`src/rtl/nzcv_flag_unit.sv`:
```
// rtl/nzcv_flag_unit.sv - NZCV status register producer with shadow copy and direct writes
// Flags packed {Z,C,N,V}; ALU, MSR and exception paths update on the rising edge.
module nzcv_flag_unit #(
  parameter int DATA_WIDTH = 32
) (
  input  logic                  clk,
  input  logic                  rst_n,
  input  logic                  i_upd_valid,
  input  logic [2:0]            i_upd_op,
  input  logic                  i_upd_s_bit,
  input  logic                  i_upd_cond_pass,
  input  logic                  i_upd_flush,
  input  logic [DATA_WIDTH-1:0] i_operand_a,
  input  logic [DATA_WIDTH-1:0] i_operand_b,
  input  logic [DATA_WIDTH-1:0] i_logic_result,
  input  logic                  i_shifter_carry,
  input  logic                  i_msr_we,
  input  logic [3:0]            i_msr_flags,
  input  logic                  i_exc_entry,
  input  logic                  i_exc_return,
  output logic [3:0]            o_status_register,
  output logic [3:0]            o_saved_flags,
  output logic                  o_flags_updated
);

  localparam logic [2:0] OP_ADD   = 3'd0;
  localparam logic [2:0] OP_ADC   = 3'd1;
  localparam logic [2:0] OP_SUB   = 3'd2;
  localparam logic [2:0] OP_SBC   = 3'd3;
  localparam logic [2:0] OP_RSB   = 3'd4;
  localparam logic [2:0] OP_LOGIC = 3'd5;
  localparam logic [2:0] OP_MUL   = 3'd6;

  logic [3:0]            r_status;
  logic [3:0]            r_saved;
  logic                  r_flags_updated;

  logic [DATA_WIDTH-1:0] w_x;
  logic [DATA_WIDTH-1:0] w_y;
  logic                  w_cin;
  logic [DATA_WIDTH:0]   w_sum;
  logic [DATA_WIDTH-1:0] w_res;
  logic                  w_arith_v;
  logic                  w_op_valid;
  logic [3:0]            w_alu_flags;
  logic                  w_alu_commit;

  wire w_cur_c = r_status[2];

  // Every arithmetic op is one adder: pick addends and carry-in per opcode.
  always_comb begin
    w_x        = i_operand_a;
    w_y        = i_operand_b;
    w_cin      = 1'b0;
    w_op_valid = 1'b1;
    case (i_upd_op)
      OP_ADD:   w_cin = 1'b0;
      OP_ADC:   w_cin = w_cur_c;
      OP_SUB:   begin w_y = ~i_operand_b; w_cin = 1'b1;    end
      OP_SBC:   begin w_y = ~i_operand_b; w_cin = w_cur_c; end
      OP_RSB:   begin w_x = i_operand_b; w_y = ~i_operand_a; w_cin = 1'b1; end
      OP_LOGIC: w_cin = 1'b0;
      OP_MUL:   w_cin = 1'b0;
      default:  w_op_valid = 1'b0;
    endcase
  end

  assign w_sum     = {1'b0, w_x} + {1'b0, w_y} + {{DATA_WIDTH{1'b0}}, w_cin};
  assign w_res     = w_sum[DATA_WIDTH-1:0];
  assign w_arith_v = (w_x[DATA_WIDTH-1] == w_y[DATA_WIDTH-1]) &&
                     (w_res[DATA_WIDTH-1] != w_x[DATA_WIDTH-1]);

  always_comb begin
    w_alu_flags = r_status;
    case (i_upd_op)
      OP_LOGIC: w_alu_flags = {(i_logic_result == '0), i_shifter_carry,
                               i_logic_result[DATA_WIDTH-1], r_status[0]};
      OP_MUL:   w_alu_flags = {(i_logic_result == '0), r_status[2],
                               i_logic_result[DATA_WIDTH-1], r_status[0]};
      default:  w_alu_flags = {(w_res == '0), w_sum[DATA_WIDTH],
                               w_res[DATA_WIDTH-1], w_arith_v};
    endcase
  end

  assign w_alu_commit = i_upd_valid & i_upd_s_bit & i_upd_cond_pass & ~i_upd_flush &
                        ~i_exc_entry & ~i_exc_return & ~i_msr_we & w_op_valid;

  always_ff @(posedge clk or negedge rst_n) begin
    if (!rst_n) begin
      r_status        <= 4'b0000;
      r_saved         <= 4'b0000;
      r_flags_updated <= 1'b0;
    end else begin
      r_flags_updated <= 1'b0;
      if (i_exc_entry) begin
        r_saved <= r_status;
      end else if (i_exc_return) begin
        r_status        <= r_saved;
        r_flags_updated <= 1'b1;
      end else if (i_msr_we) begin
        r_status        <= i_msr_flags;
        r_flags_updated <= 1'b1;
      end else if (w_alu_commit) begin
        r_status        <= w_alu_flags;
        r_flags_updated <= 1'b1;
      end
    end
  end

  assign o_status_register = r_status;
  assign o_saved_flags     = r_saved;
  assign o_flags_updated   = r_flags_updated;

endmodule

```
`config.mk`:
```
export PLATFORM = sky130hd
export DESIGN_NAME = nzcv_flag_unit
export DESIGN_NICKNAME = d
export VERILOG_FILES = /design/src/rtl/nzcv_flag_unit.sv
export SDC_FILE = /design/constraint.sdc
export NUM_CORES = 1
export LEC_CHECK = 0
export CORE_ASPECT_RATIO = 1.5
export CORE_MARGIN = 8
export CORE_UTILIZATION = 43
export CTS_CLUSTER_DIAMETER = 30
export DETAILED_ROUTE_END_ITERATION = 6
export PLACE_DENSITY = 0.75
export RECOVER_POWER = 50
export SLEW_MARGIN = 40
export SYNTH_ARGS = -nofsm -noshare
export SYNTH_HDL_FRONTEND = slang
export SYNTH_SLANG_ARGS = --single-unit
export TNS_END_PERCENT = 30
```
`constraint.sdc`:
```
create_clock -name clk -period 3.9 [get_ports clk]
set_clock_uncertainty 0.1 [all_clocks]
set_input_delay 0.585 -clock clk [delete_from_list [all_inputs] [get_ports clk]]
set_output_delay 0.585 -clock clk [all_outputs]
set_load 0.1 [all_outputs]
```
# After elaboration in Yosys (flattened, before gate mapping)
# Cells that the tools add are included.
dict set report op_classes {
  n_addsub 2
  n_eq_ne 10
  n_mux 12
  bitwise_logic 13
  reduce_logical 12
}
# operator n
set op_table {}
lappend op_table {{$logic_not 32->1} 2}
lappend op_table {{$not 32->32} 2}
lappend op_table {{$pmux 32 s2} 1}
lappend op_table {{$add 32x32->33} 1}
lappend op_table {{$add 33x1->33} 1}
lappend op_table {{$mux 32} 1}
lappend op_table {{$mux 4} 3}
lappend op_table {{$eq 3x3->1 const B} 3}
lappend op_table {{$pmux 4 s2} 1}
lappend op_table {{$and 1x1->1} 7}
lappend op_table {{$reduce_or 7->1} 1}
lappend op_table {{$eq 3x2->1 const B} 2}
lappend op_table {{$ne 3x3->1 const B} 2}
lappend op_table {{$reduce_or 2->1} 3}
lappend op_table {{$mux 1} 5}
lappend op_table {{$not 1->1} 4}
lappend op_table {{$reduce_and 4->1} 1}
lappend op_table {{$eq 3x1->1 const B} 1}
lappend op_table {{$logic_not 3->1} 1}
lappend op_table {{$reduce_and 3->1} 1}
lappend op_table {{$reduce_bool 3->1} 1}
lappend op_table {{$pmux 1 s2} 1}
lappend op_table {{$reduce_and 2->1} 1}
lappend op_table {{$eq 1x1->1} 1}
lappend op_table {{2 further kinds} 2}
dict set report word_totals {
  register_bits 9
  in_bits 113
  out_inout_bits 9
}

# Logic depth before layout (Yosys ltp)
# Gate-level depths: netlist of the first run.
dict set report depth {
  depth_word 11
  mapped_depth 20
  ltp_nobuf 16
}

# Least setup slack after synthesis of the first run
# No wires, ideal clock.
dict set report synth_timing {
  kind {input port to flip-flop}
  from {input port i_upd_op[1]}
  to {register r_status[3] (netlist: o_status_register[3])}
  setup_ps 76
  arrival_time_ps 4648
  required_time_ps 3724
  path_slack_ps -924
  cell_stages 17
  path_buffers 3
  cell_sequence {clkbuf_1 > buf_1 > buf_1 > xor2_1 > nor2_1 > a21oi_1 > fa_1 > fa_1 > a21o_1 > a221o_1 > a31o_1 > a2111oi_4 > nor2_2 > xor2_1 > nor4_2 > nand4_1 > o21ai_1}
}
dict set report synth_via {
  elab_chain_len 10
  word_cells_on_any_way 25
}
# item line_no
set synth_rtl {}
lappend synth_rtl {{start: declaration} 9} ;# input logic [2:0] i_upd_op,
lappend synth_rtl {{$eq 3x2->1} 56} ;# case (i_upd_op)
lappend synth_rtl {{$reduce_or 2->1 (no source line)} --}
lappend synth_rtl {{$pmux 32 s2} 56}
lappend synth_rtl {{$add 32x32->33} 68} ;# assign w_sum = {1'b0, w_x} + {1'b0, w_y} + {{DATA_WIDTH{1'b0}}, w_cin};
lappend synth_rtl {{$add 33x1->33} 68}
lappend synth_rtl {{$logic_not 32->1} 80} ;# default: w_alu_flags = {(w_res == '0), w_sum[DATA_WIDTH],
lappend synth_rtl {{$pmux 4 s2} 75} ;# case (i_upd_op)
lappend synth_rtl {{$mux 4} 103} ;# end else if (w_alu_commit) begin
lappend synth_rtl {{$mux 4} 100} ;# end else if (i_msr_we) begin
lappend synth_rtl {{$mux 4} 97} ;# end else if (i_exc_return) begin
lappend synth_rtl {{end signal: assignment} 98} ;# r_status <= r_saved;
lappend synth_rtl {{end signal: assignment} 101} ;# r_status <= i_msr_flags;
lappend synth_rtl {{end signal: assignment} 104} ;# r_status <= w_alu_flags;
lappend synth_rtl {{end: declaration} 34} ;# logic [3:0] r_status;
# Several ways; a longest one is shown, not always the timed one. The select of a mux whose other input is x is not followed.
# A chain may end at the register's enable or synchronous reset.

# Worst setup path after layout of the first run
dict set report layout_timing {
  from {input port i_upd_op[0]}
  to {register r_status[3] (netlist: o_status_register[3])}
}
# The elaborated chain is that of the path after synthesis.

==> flow_metrics.tcl, run 1 <==
set metrics [dict create \
    grt_pass1_wl_um 25700 \
    min_from "o_saved_flags[2]$_DFFE_PN0P_" \
    nNetsFinal 947 \
    synth_xor_area_frac 0.0725 \
    synth_edf_count 0 \
    combPwrFrac 0.820 \
    holdPathStages 1 \
    synth_warnings 0 \
    io_buffers 121 \
    instances_no_fill 910 \
    numCtsBuffers 3 \
    intPower_mw 0.921 \
    root_buffer "clkbuf_16" \
    syn_nets 716 \
    drive_gt1_frac 0.275 \
    yosys.area.top_type_share 0.105 \
    r2r_start "o_status_register[2]$_DFFE_PN0P_" \
    maxSlewViolCount 0 \
    drcViolationCount 0 \
    ys_seq_area_frac 0.0583 \
    ioPinCount 122 \
    period_share 0.994 \
    rrSetupSlack_ps 300 \
    grt_overflow 0 \
    area_growth_pct 62.7 \
    vias 5201 \
    synth_top_area_cell "mux2_2" \
    synthCells 570 \
    pre_cts_slack_ps -922 \
    yosysMostFrequentCell "a21oi_1" \
    synth_compound_area_frac 0.316 \
    stdcell_area_mm2 0.00629 \
    rsz0062_at_grt "true" \
    synth_top_family_by_area "compound AO/OA/AOI/OAI gates" \
    hold_class "register to register" \
    cts_max_level 1 \
    power.net_switching_mw 0.845 \
    dieArea_mm2 0.0123 \
    wire_per_inst_um 17.7 \
    crit_required_ps 3920 \
    pwr-share-clk 0.104 \
    cp_max_fo 4 \
    ys_seq_elements 9 \
    arrival_ps 3890 \
    setup_viol 0 \
    cts_hold_buf 0 \
    place_area_mm2 0.00610 \
    cap_violations 0 \
    worst_pin_slew_ps 525 \
    cp_num_buf_inv 1 \
    initial_utilization 0.440 \
    routed_wl_um 16100 \
    grt_usage 0.253 \
    path_depth 15 \
    dp.cells 903 \
    path_class "primary input to register" \
    place_hpwl_um 13800 \
    async_flop_share 1.00 \
    cp_cell_sequence "clkdlybuf4s15_2, or2_4, a21oi_2, a21oi_2, fa_2, fa_2, a21o_1, a221o_1, a31o_2, nand3b_1, or4b_2, o221ai_1, nor4_2, nand4_1, o21ai_1" \
    clk_latency_ps 240 \
    r2r-end "o_status_register[3]$_DFFE_PN0P_" \
    peakVddDrop_v 0.000182 \
    drt_first_pass_iters 5 \
    ys_types 68 \
    p_per_area_mw_per_mm2 281 \
    cts_tree "yes" \
    setup_ws_ps 22.1 \
    avgSynthCellArea_um2 6.78 \
    hold_viol_final 0 \
    reg2regPathDepth 13 \
    fin_tns_setup_ps 0 \
    clock.fmax_mhz 258 \
    worst_setup_path_start_kind "primary input" \
    fp-row-count 42 \
    crit_path_end_kind "register" \
    diodes 0 \
    viasPerCell 5.72 \
    place.gp.congestion 0.940 \
    drtIter0Drc 241 \
    antenna_found_initial 0 \
    relSlewSlack 0.646 \
    power_frac_seq 0.076 \
    power.leakage_nw 2.69 \
    swShare 0.478 \
    synth_area_mm2 0.00386 \
    grt_pass1_vias 5362 \
    cts.path.max_buffers 2 \
    core_mm2 0.00878 \
    synth-simple-area-share 0.273 \
    utilization 0.716 \
    whs_endpoint "o_saved_flags[2]$_DFFE_PN0P_" \
    cp_top_family "compound AO/OA/AOI/OAI gates" \
    synth_ff_type "dfrtp_1" \
    holdWs_ps 431 \
    die_y_um 132 \
    ant_nets 0 \
    clock_sinks 9 \
    slowest_delay_ps 590 \
    synthTopCellsByCount "a21oi_1 (77), nor2_1 (64), nand2_1 (57)" \
    muxShareOfSynthArea 0.120 \
    netlist_top_cells_area "mux2_2 (10%), ha_1 (10%), a21oi_1 (10%)" \
    synth_fa_ha_area_frac 0.111 \
    die_width_um 93.4 \
    power.total_mw 1.77 \
    cpMaxStageDelayCell "or4b_2" \
    fin_crit_ps 3880 \
    cts.clk_slew.worst_paths_ps 40 \
    grt_max_degree 27 \
    outcome "finished clean" \
]
[layout make-up]
cell class              instances  area [µm²]
well taps                     110         138
repair buffers                260        2260
multi-input cells             517        3540
fillers                       741        2490
clock buffers                   4        78.8
inverters                      10        37.5
flip-flops and latches          9         225
[layout by cell type, fill, tap and decap left out, types with 12 or more instances in the layout]
cell type	instances
a21oi_1	70
buf_4	132
clkdlybuf4s50_1	105
ha_1	31
mux2_2	35
nand2_1	56
nand4_1	12
nor2_1	63
o21ai_0	48
xor2_1	25
[sequential cells by signal, summed over array words and instances (netlist names)]
name and cells:
o_flags_updated 1, o_status_register 4, o_saved_flags 4
[logic make-up after synthesis]
kind of cell	Yosys count
AOI/OAI and AO/OA	200
adders and majority gates	33
DFF	9
buffers and inverters	44
muxes	42
and+or+nand+nor	210
xor gates and xnor gates	32
[power by group through the flow]
| stage | logic (mW) | clock network, mW | registers, mW |
|---|---|---|---|
| after floorplan | 0.658 | 0 | 0.282 |
| after global placement | 1.39 | 0 | 0.134 |
| after detailed placement | 1.39 | 0 | 0.134 |
| after CTS | 1.43 | 0.184 | 0.133 |
| after global routing | 1.56 | 0.191 | 0.135 |
| final | 1.45 | 0.184 | 0.134 |
[metal layers]
| layer | global-route usage | share of wire | vias to the layer above |
|---|---|---|---|
| li1 | - | - | 2586 |
| met1 | 0.255 | 0.36 | 2428 |
| met2 | 0.491 | 0.56 | 150 |
| met3 | 0.0314 | 0.043 | 37 |
| met4 | 0.106 | 0.038 | 0 |
| met5 | 0 | 0 | - |
[worst max-delay path by stage]
stage / startpoint / endpoint / slack [ps]
2_1_floorplan: i_upd_op[1] / o_status_register[3]$_DFFE_PN0P_ / -320
3_3_place_gp: i_upd_op[1] / o_status_register[3]$_DFFE_PN0P_ / -780
3_5_place_dp: i_upd_op[1] / o_status_register[3]$_DFFE_PN0P_ / -920
4_1_cts: i_upd_op[0] / o_status_register[2]$_DFFE_PN0P_ / 1
5_1_grt: i_upd_op[0] / o_status_register[3]$_DFFE_PN0P_ / -170
6_report: i_upd_op[0] / o_status_register[3]$_DFFE_PN0P_ / 20
[timing repair]
item                       in CTS  in global routing
buffers inserted                3                  0
pin swaps                      17                  6
gates resized for setup        25                 12
setup endpoints to repair       4                  4
Note: power is estimated with default switching activity, not from simulation.
==> inputs of run 2 (changes only) <==
--- a/config.mk
+++ b/config.mk
@@ -7,12 +7,11 @@
 export LEC_CHECK = 0
 export CORE_ASPECT_RATIO = 1.5
 export CORE_MARGIN = 8
-export CORE_UTILIZATION = 43
+export CORE_UTILIZATION = 40
 export CTS_CLUSTER_DIAMETER = 30
 export DETAILED_ROUTE_END_ITERATION = 6
-export PLACE_DENSITY = 0.75
+export PLACE_DENSITY = 0.71
 export RECOVER_POWER = 50
-export SLEW_MARGIN = 40
 export SYNTH_ARGS = -nofsm -noshare
 export SYNTH_HDL_FRONTEND = slang
 export SYNTH_SLANG_ARGS = --single-unit
==> flow_metrics.tcl, run 2 (synthesis gave the netlist of run 1 again) <==
set metrics [dict create \
    place_area_mm2 0.00608 \
    rsz0062_at_grt "true" \
    ioPinCount 122 \
    period_share 0.995 \
    crit_start "i_upd_op[0]" \
    grt_max_degree 37 \
    drt_first_pass_iters 4 \
    setup_ws_ps 18.5 \
    place.gp.congestion 0.932 \
    slowest_delay_ps 410 \
    final.fill_count 840 \
    fin_crit_ps 3880 \
    cts_tree "yes" \
    r2r-end "o_status_register[2]$_DFFE_PN0P_" \
    ant_nets 0 \
    regArea_um2 225 \
    cp_num_buf_inv 1 \
    clk_latency_ps 230 \
    vias 5113 \
    hold_viol_final 0 \
    cp_top_family "compound AO/OA/AOI/OAI gates" \
    setup_viol 0 \
    cts.clk_slew.worst_paths_ps 40 \
    relSlewSlack 0.324 \
    holdWs_ps 446 \
    fp-row-count 44 \
    antenna_found_initial 0 \
    cp_cell_sequence "buf_2, or2_4, a21oi_2, a21oi_2, fa_2, fa_2, a21o_1, a221o_1, a31o_1, a2111oi_4, nor3_1, o21ai_1, a21boi_1, o31ai_1, a21oi_1" \
    stdcell_area_mm2 0.00630 \
    worst_pin_slew_ps 1010 \
    reg2regPathDepth 13 \
    place_hpwl_um 13600 \
    cpMaxStageDelayCell "a2111oi_4" \
    pre_cts_slack_ps -855 \
    power.total_mw 1.79 \
    peakVddDrop_v 0.000178 \
    worst_setup_path_start_kind "primary input" \
    grt_overflow 0 \
    power.leakage_nw 2.65 \
    crit_required_ps 3910 \
    diodes 0 \
    grt_usage 0.238 \
    arrival_ps 3890 \
    dieArea_mm2 0.0131 \
    crit_path_end_kind "register" \
    die_y_um 136 \
    cp_max_fo 5 \
    mostFrequentLayoutCell "buf_4" \
    numCtsBuffers 3 \
    routed_wl_um 15900 \
    fin_tns_setup_ps 0 \
    root_buffer "clkbuf_16" \
    rrSetupSlack_ps 310 \
    initial_utilization 0.406 \
    drcViolationCount 0 \
    core_mm2 0.00952 \
    r2r_start "o_status_register[2]$_DFFE_PN0P_" \
    p_per_area_mw_per_mm2 284 \
    grt_pass1_wl_um 25300 \
    clock_sinks 9 \
    io_buffers 121 \
    cap_violations 0 \
    path_class "primary input to register" \
    cts_max_level 1 \
    cts.path.max_buffers 2 \
    area_growth_pct 63.0 \
    path_depth 15 \
    hold_class "register to register" \
    final_cell_mix "buf_4 (125), clkdlybuf4s50_1 (114), a21oi_1 (71)" \
    maxSlewViolCount 0 \
    nNetsFinal 939 \
    crit_end "o_status_register[2]$_DFFE_PN0P_" \
    viasPerCell 5.64 \
    instances_no_fill 907 \
    drive_gt1_frac 0.261 \
    die_width_um 96.3 \
    outcome "finished clean" \
    multi_input_area_mm2 0.00358 \
    dp.cells 899 \
    clock.fmax_mhz 258 \
    drtIter0Drc 246 \
    wire_per_inst_um 17.5 \
    grt_pass1_vias 5220 \
    utilization 0.662 \
]
## run 2: repair_timing
item / 4_1_cts / 5_1_grt
pin swaps: 15 / 21
setup buffers: 2 / 2
setup endpoints to repair: 4 / 4
hold buffers: 0 / 0
resized for setup: 25 / 22
## run 2: how the worst min path moves through the flow
stage / from / end / slack, ps / cells after the start
finish: o_saved_flags[2]$_DFFE_PN0P_ / o_saved_flags[2]$_DFFE_PN0P_ / 450 / 1
global route: o_saved_flags[2]$_DFFE_PN0P_ / o_saved_flags[2]$_DFFE_PN0P_ / 470 / 1
CTS: o_saved_flags[2]$_DFFE_PN0P_ / o_saved_flags[2]$_DFFE_PN0P_ / 450 / 1
detailed placement: o_saved_flags[2]$_DFFE_PN0P_ / o_saved_flags[2]$_DFFE_PN0P_ / 440 / 1
global placement: o_saved_flags[3]$_DFFE_PN0P_ / o_saved_flags[3]$_DFFE_PN0P_ / 420 / 1
floorplan: rst_n / o_flags_updated$_DFF_PN0_ / 190 / 0
## run 2: area by class of cell
| class | count | share of cell area |
|---|---|---|
| flip-flops and latches | 9 | 0.0357 |
| clock buffers | 4 | 0.0125 |
| inverters | 10 | 0.00596 |
| multi-input cells | 517 | 0.568 |
| repair buffers | 252 | 0.355 |
| well taps | 115 | 0.0228 |
## run 2: power breakdown
part,switching (mW),internal [mW]
clock network,0.0451,0.137
logic,0.791,0.683
registers,0.0199,0.115
## run 2: metal layers
metal	global-route usage	wire length, µm	up-vias
met2	0.452	8790	123
met1	0.254	6020	2373
met5	0	0	-
met4	0.0961	498	0
li1	-	-	2583
met3	0.0232	592	34
